===== src/rtl/conv_window_fetcher.sv =====
// Walks a row-major image in block RAM and streams every valid-mode 3x3 window
// in raster order; each window is gathered one tap per cycle, then presented.
//
// state   | meaning
// IDLE    | waiting for i_start
// FETCH   | reading tap k (0..8) of the current window
// PRESENT | window held on the stream until accepted
// DONE    | one-cycle job-end pulse
module conv_window_fetcher #(
  parameter int ADDR_WIDTH = 14,
  parameter int DATA_WIDTH = 32,
  parameter int DIM_WIDTH  = 8
) (
  input  logic                    i_clk,
  input  logic                    i_rst_n,
  input  logic                    i_start,
  input  logic [ADDR_WIDTH-1:0]   i_base_addr,
  input  logic [DIM_WIDTH-1:0]    i_width,
  input  logic [DIM_WIDTH-1:0]    i_height,
  output logic                    o_re,
  output logic [ADDR_WIDTH-1:0]   o_read_addr,
  input  logic [DATA_WIDTH-1:0]   i_rd_data,
  output logic [9*DATA_WIDTH-1:0] o_window,
  output logic                    o_valid,
  input  logic                    i_ready,
  output logic                    o_last,
  output logic                    o_busy,
  output logic                    o_done
);

  localparam logic [1:0] S_IDLE    = 2'd0;
  localparam logic [1:0] S_FETCH   = 2'd1;
  localparam logic [1:0] S_PRESENT = 2'd2;
  localparam logic [1:0] S_DONE    = 2'd3;

  logic [1:0]              state_q;
  logic [DIM_WIDTH-1:0]    w_q;
  logic [DIM_WIDTH-1:0]    h_q;
  logic [DIM_WIDTH-1:0]    x_q;
  logic [DIM_WIDTH-1:0]    y_q;
  logic [3:0]              k_q;
  logic [ADDR_WIDTH-1:0]   origin_q;
  logic [9*DATA_WIDTH-1:0] window_q;

  logic [ADDR_WIDTH-1:0]   w_ext;
  logic [ADDR_WIDTH-1:0]   row_off;
  logic [ADDR_WIDTH-1:0]   col_off;
  logic [ADDR_WIDTH-1:0]   fetch_addr;
  logic                    x_end;
  logic                    y_end;
  logic                    bad_dims;

  // origin_q tracks base + y*W + x incrementally, so no multiplier is needed
  assign w_ext = ADDR_WIDTH'(w_q);

  always_comb begin
    row_off = '0;
    col_off = '0;
    case (k_q)
      4'd0: begin row_off = '0;          col_off = ADDR_WIDTH'(0); end
      4'd1: begin row_off = '0;          col_off = ADDR_WIDTH'(1); end
      4'd2: begin row_off = '0;          col_off = ADDR_WIDTH'(2); end
      4'd3: begin row_off = w_ext;       col_off = ADDR_WIDTH'(0); end
      4'd4: begin row_off = w_ext;       col_off = ADDR_WIDTH'(1); end
      4'd5: begin row_off = w_ext;       col_off = ADDR_WIDTH'(2); end
      4'd6: begin row_off = w_ext << 1;  col_off = ADDR_WIDTH'(0); end
      4'd7: begin row_off = w_ext << 1;  col_off = ADDR_WIDTH'(1); end
      4'd8: begin row_off = w_ext << 1;  col_off = ADDR_WIDTH'(2); end
      default: begin row_off = '0;       col_off = '0; end
    endcase
  end

  assign fetch_addr = origin_q + row_off + col_off;
  assign x_end      = (x_q == w_q - DIM_WIDTH'(3));
  assign y_end      = (y_q == h_q - DIM_WIDTH'(3));
  assign bad_dims   = (i_width < DIM_WIDTH'(3)) || (i_height < DIM_WIDTH'(3));

  always_ff @(posedge i_clk or negedge i_rst_n) begin
    if (!i_rst_n) begin
      state_q  <= S_IDLE;
      w_q      <= '0;
      h_q      <= '0;
      x_q      <= '0;
      y_q      <= '0;
      k_q      <= '0;
      origin_q <= '0;
      window_q <= '0;
    end else begin
      case (state_q)
        S_IDLE: begin
          if (i_start) begin
            w_q      <= i_width;
            h_q      <= i_height;
            x_q      <= '0;
            y_q      <= '0;
            k_q      <= '0;
            origin_q <= i_base_addr;
            state_q  <= bad_dims ? S_DONE : S_FETCH;
          end
        end
        S_FETCH: begin
          for (int i = 0; i < 9; i++) begin
            if (k_q == 4'(i)) window_q[i*DATA_WIDTH +: DATA_WIDTH] <= i_rd_data;
          end
          if (k_q == 4'd8) begin
            k_q     <= '0;
            state_q <= S_PRESENT;
          end else begin
            k_q <= k_q + 4'd1;
          end
        end
        S_PRESENT: begin
          if (i_ready) begin
            if (x_end && y_end) begin
              state_q <= S_DONE;
            end else begin
              state_q <= S_FETCH;
              if (x_end) begin
                // from column W-3 of row y to column 0 of row y+1 is +3
                x_q      <= '0;
                y_q      <= y_q + DIM_WIDTH'(1);
                origin_q <= origin_q + ADDR_WIDTH'(3);
              end else begin
                x_q      <= x_q + DIM_WIDTH'(1);
                origin_q <= origin_q + ADDR_WIDTH'(1);
              end
            end
          end
        end
        default: state_q <= S_IDLE;
      endcase
    end
  end

  assign o_re        = (state_q == S_FETCH);
  assign o_read_addr = (state_q == S_FETCH) ? fetch_addr : '0;
  assign o_window    = window_q;
  assign o_valid     = (state_q == S_PRESENT);
  assign o_last      = (state_q == S_PRESENT) && x_end && y_end;
  assign o_busy      = (state_q != S_IDLE);
  assign o_done      = (state_q == S_DONE);

endmodule


===== config.mk =====
export PLATFORM = sky130hd
export DESIGN_NAME = conv_window_fetcher
export DESIGN_NICKNAME = d
export VERILOG_FILES = /design/src/rtl/conv_window_fetcher.sv
export SDC_FILE = /design/constraint.sdc
export NUM_CORES = 1
export LEC_CHECK = 0
export BUFFER_PORTS_ARGS = -buffer_cell sky130_fd_sc_hd__buf_2
export CORE_ASPECT_RATIO = 0.9
export CORE_MARGIN = 2
export CORE_UTILIZATION = 45
export CTS_CLUSTER_SIZE = 14
export DETAILED_ROUTE_END_ITERATION = 10
export PLACE_DENSITY_LB_ADDON = 0.05
export SYNTH_ARGS = -nofsm -noshare
export SYNTH_HDL_FRONTEND = slang
export SYNTH_SLANG_ARGS = --single-unit

===== constraint.sdc =====
create_clock -name i_clk -period 5.6 [get_ports i_clk]
set_clock_uncertainty 0.15 [all_clocks]
set_input_delay 0.28 -clock i_clk [delete_from_list [all_inputs] [get_ports i_clk]]
set_output_delay 0.28 -clock i_clk [all_outputs]
set_load 0.05 [all_outputs]

Word level (Yosys, flattened, before mapping)

Cells that the tools add are included.

Register bits after elaboration: 340

Equal/unequal tests: 18
Reduce and logical (&&, ||, !) cells: 27
Magnitude comparators: 2
Muxes and demuxes: 26
Add/subtract/negate cells: 9

Operators with widths:

| operator              | count |
|---|---|
| $mux 14               | 5 |
| $mux 8                | 7 |
| $pmux 8 s2            | 2 |
| $add 14x14->14        | 2 |
| $pmux 14 s2           | 1 |
| $reduce_and 2->1      | 11 |
| $pmux 9 s2            | 1 |
| $add 8x1->8 const B   | 2 |
| $eq 4x3->1 const B    | 4 |
| $eq 8x8->1            | 2 |
| $lt 8x2->1 const B    | 2 |
| $sub 8x2->8 const B   | 2 |
| $add 14x1->14 const B | 1 |
| $add 14x2->14 const B | 1 |
| $reduce_or 3->1       | 4 |
| $mux 2                | 5 |
| $eq 4x2->1 const B    | 2 |
| $mux 4                | 2 |
| $pmux 4 s2            | 1 |
| $ne 2x1->1 const B    | 3 |
| $pmux 2 s3            | 1 |
| $reduce_bool 2->1     | 3 |
| $reduce_and 5->1      | 1 |
| $add 4x1->4 const B   | 1 |
| other kinds (12)      | 16 |

Depth between registers and ports, before layout

Word-level depth: 6
Depth in mapped cells: 17
Depth with buffers taken out: 16

Least setup slack after synthesis

Ideal clock, no wire load.

Path type: register to output
Start: register k_q[0]
End: output o_read_addr[9]
Cell stages (with the launch flop): 17
Arrival: 4.415 ns
Slack: 0.755 ns
Data required time: 5.170 ns
Path through: dfrtp_1 > inv_1 > ha_1 > nor2_1 > a211oi_1 > a22o_1 > fa_1 > ha_1 > inv_1 > fa_1 > nor2b_1 > o21ai_0 > a21boi_0 > o21ai_0 > a21oi_1 > o21a_1 > nor3_1

Longest elaborated chain between the ends: 6
Elaborated cells between the ends (all ways): 17

Ends and longest elaborated chain:

| item                                     | line | source |
|---|---|---|
| from (decl)                              | 41   | `logic [3:0] k_q;` |
| from (signal assigned)                   | 109  | `k_q <= k_q + 4'd1;` |
| $eq 4x3->1, or another cell as far along | 59   | `case (k_q)` |
| $reduce_or 3->1 (no source line)         | n/a  |  |
| $pmux 9 s2                               | 59   |  |
| $add 14x14->14                           | 73   | `assign fetch_addr = origin_q + row_off + col_off;` |
| $add 14x14->14 (*)                       | 73   |  |
| $mux 14 (*)                              | 136  | `assign o_read_addr = (state_q == S_FETCH) ? fetch_addr : '0;` |
| to (decl)                                | 21   | `output logic [ADDR_WIDTH-1:0] o_read_addr,` |

Every way passes the cells marked *; elsewhere a longest branch is shown, timed or not.

Worst setup path in the final report

Start: register k_q[0]
End: output o_read_addr[11]

The elaborated chain is that of the path after synthesis.

==> metrics.log <==
[metrics] launching element type of the critical path: flip-flop
[metrics] fmax: 192 MHz
[metrics] final count of hold timing violations: 0
[metrics] Bufs on Longest Clock Path: 3
[metrics] Port Buffers: 372
[metrics] Post-synth ARST share: 1.00
[metrics] Setup Buffers After CTS: 0
[metrics] total number of placement rows: 62
[metrics] worst slew pin tran: 1.18 ns
[metrics] post-route met1 wirelength: 17800 um
[metrics] met2 wire len: 18900 um
[metrics] average routed wire per standard cell: 20.7 um
[metrics] number of synthesized flops with an enable pin: 0
[metrics] Sinks on Clock Net: 340
[metrics] highest signal layer in the routed design: met4
[metrics] total routing resource utilization after global routing: 0.242
[metrics] number of DRC violations after detailed-routing iteration 0: 525
[metrics] vertical die dimension: 176 um
[metrics] CTS H-tree depth: 2
[metrics] syn_nets: 1205
[metrics] wire length of the first global-routing pass: 64400 um
[metrics] Post-layout nets: 1635
[metrics] Clock Tree Root: sky130_fd_sc_hd__clkbuf_16
[metrics] ports placed on the boundary: 373
[metrics] Num CTS Buffers: 38
[metrics] result of the run: finished clean
[metrics] commonest cells after routing, fill and taps aside: 371 x sky130_fd_sc_hd__buf_2, 340 x sky130_fd_sc_hd__dfrtp_1, 289 x sky130_fd_sc_hd__mux2_2, 88 x sky130_fd_sc_hd__nand2_1, 61 x sky130_fd_sc_hd__dlygate4sd3_1
[metrics] signal arrival time at the worst endpoint: 4.78 ns
[metrics] Pre-Repair DR Iteration Count: 4
[metrics] post-synth top area share: 0.576
[metrics] number of nets with antenna violations after detailed routing: 0
[metrics] Yosys warning count: 0
[metrics] Chip Width: 195 um
[metrics] type of destination of the critical path: primary output
[metrics] area added between synthesis and finish: 28.5%
[metrics] pin count of the biggest net entering global routing: 126
[metrics] data required time at the worst endpoint: 5.17 ns
[metrics] sequential area share after synthesis: 0.576
[metrics] share of post-route cells with drive strength above 1: 0.485
[metrics] clock transition at the register clock pins on the worst setup and hold paths after CTS: 0.06 ns
[metrics] kind of critical path: flip-flop to primary output
[metrics] tightest slew margin relative to the limit: 0.213
[metrics] routed wire length: 41200 um
[metrics] post-synth top area cell: sky130_fd_sc_hd__dfrtp_1
[metrics] cell area after synthesis: 14800 sq um
[metrics] number of setup violations in the final report: 0
[metrics] Skew-Pair Late Insertion Delay: 0.52 ns
[metrics] count of unique library cells instantiated by Yosys: 67
[metrics] remaining global-route overflow: 0
[metrics] Crit path largest cell delay: 0.48 ns
[metrics] cell with the biggest individual delay on the critical path: sky130_fd_sc_hd__or4_1
[metrics] hold crit path type: primary input to flip-flop
[metrics] fraction of the cycle the final worst path needs: 0.930
[metrics] amount of wire on met3 after detailed routing: 3620 um
[metrics] Starting Density: 0.460
[metrics] number of max-cap violations: 0
[metrics] category of cells accounting for the largest share of critical-path delay: compound AO/OA/AOI/OAI gates
[metrics] top post-synthesis cells by area: sky130_fd_sc_hd__dfrtp_1 58%, sky130_fd_sc_hd__mux2_2 22%, sky130_fd_sc_hd__nand2_1 2.4%, sky130_fd_sc_hd__ha_1 2.1%, sky130_fd_sc_hd__a21oi_1 1.3%
[metrics] predominant post-synthesis flop cell: sky130_fd_sc_hd__dfrtp_1
[metrics] antenna violations before repair: 1
[metrics] RePlAce Congestion: 0.787
[metrics] Cell Chain, Critical Path: inv_1, ha_1, nand3b_1, o21ai_2, a22o_1, fa_1, ha_1, inv_1, fa_1, nor2b_1, o21ai_0, a21boi_0, o21ai_0, a21oi_2, or4_1, nand3_1, buf_2
[metrics] residual DRC count: 0
[metrics] most frequent standard cell in the layout excluding fill and tap cells: sky130_fd_sc_hd__buf_2
[metrics] total via count in the routed design: 10600
[metrics] flip-flop and latch count after synthesis: 340
[metrics] Worst Path Buf+Inv: 3
[metrics] max-slew violation count: 0
[metrics] clock tree from TritonCTS: built
[metrics] Post-Route Setup TNS: 0 ns
[metrics] area of the die: 34300 sq um
[metrics] area of the placeable core: 32100 sq um
[metrics] average via count per standard cell: 5.33
[metrics] average instance area after synthesis: 13.3 sq um
[metrics] number of global-route vias before repair: 10800
[metrics] detailed placer's ending HPWL: 27600 um
[metrics] synthesized netlist cell count: 1110
[metrics] Tmin final: 5.21 ns
[metrics] top fanout value on the critical path: 8
[metrics] unrepaired setup endpoints after global routing: false
-- cell type report --
type | instances | area [sq um]
Inverter | 18 | 67.6
Tap cell | 416 | 520
Clock inverter | 17 | 229
Multi-Input combinational cell | 696 | 5980
Clock buffer | 53 | 1080
Timing Repair Buffer | 446 | 2590
Fill cell | 2674 | 13100
Sequential cell | 340 | 8510
Antenna cell | 1 | 2.50
-- metrics by stage --
stage / cells / cell area [sq um] / setup WS [ns] / hold slack (ns) / utilization
3_5_place_dp: 1855 / 17100 / 0.814 / 0.248 / 0.531
5_1_grt: 1987 / 19000 / 0.0201 / 0.0269 / 0.591
6_report: 1987 / 19000 / 0.394 / 0.0173 / 0.591
2_1_floorplan: 1110 / 14800 / 0.755 / -0.166 / -
4_1_cts: 1986 / 19000 / 0.230 / 0.00122 / 0.591
3_3_place_gp: 1855 / 17100 / 0.931 / 0.258 / 0.531
-- logic make-up after synthesis --
kind of cell,after synthesis,share of synthesized area
AOI/OAI and AO/OA,129,0.0639
muxes,292,0.222
buffers and inverters,74,0.0213
xor gates and xnor gates,27,0.0160
adders and majority gates,29,0.0266
DFF,340,0.576
and+or+nand+nor,219,0.0739
-- repair_timing --
item                       in CTS  in global routing
hold buffers                   61                  0
gates resized for setup         0                  2
hold endpoints to repair      392                  0
setup endpoints to repair       0                  3
-- state kept, by name (all words and copies together) (netlist names) --
signal and count:
w_q 8, x_q 8, y_q 8, k_q 4, o_window 288, origin_q 14, h_q 8, state_q 2
-- path summary, 6_finish.rpt --
kind | cells after the start | from | to | slack, ns
worst max-delay path | 17 | k_q[0] | o_read_addr[11] | 0.39
worst min-delay path | 2 | i_rd_data[27] | o_window[251] | 0.02
worst max register to register | 4 | state_q[1] | o_window[83] | 1.70
worst min register to register | 1 | o_window[77] | o_window[77] | 0.35
max in group asynchronous | 3 | i_rst_n | o_window[167] | 3.80
min in group asynchronous | 2 | i_rst_n | o_window[28] | 0.20
-- routing by layer --
metal / global-route usage / up-vias
met5: 0 / -
met4: 0.0655 / 0
met2: 0.381 / 338
met1: 0.322 / 5356
met3: 0.0808 / 55
li1: - / 4840
-- cells in the mapped netlist, types with 8 or more instances --
| master | n |
|---|---|
| sky130_fd_sc_hd__xnor2_1 | 14 |
| sky130_fd_sc_hd__a22o_1 | 8 |
| sky130_fd_sc_hd__nand3_1 | 15 |
| sky130_fd_sc_hd__nor3_1 | 13 |
| sky130_fd_sc_hd__clkbuf_1 | 21 |
| sky130_fd_sc_hd__a21oi_1 | 37 |
| sky130_fd_sc_hd__nand2_1 | 96 |
| sky130_fd_sc_hd__o21ai_0 | 29 |
| sky130_fd_sc_hd__buf_1 | 27 |
| sky130_fd_sc_hd__nor2_1 | 25 |
| sky130_fd_sc_hd__mux2_2 | 289 |
| sky130_fd_sc_hd__nor3b_1 | 9 |
| sky130_fd_sc_hd__ha_1 | 25 |
| sky130_fd_sc_hd__xor2_1 | 13 |
| sky130_fd_sc_hd__inv_1 | 17 |
| sky130_fd_sc_hd__nand2b_1 | 11 |
| sky130_fd_sc_hd__a21o_1 | 8 |
| sky130_fd_sc_hd__dfrtp_1 | 340 |
Power is left out: the tool's default activity adds up to more than one toggle a clock period on the data nets, which glitch-free logic cannot reach.
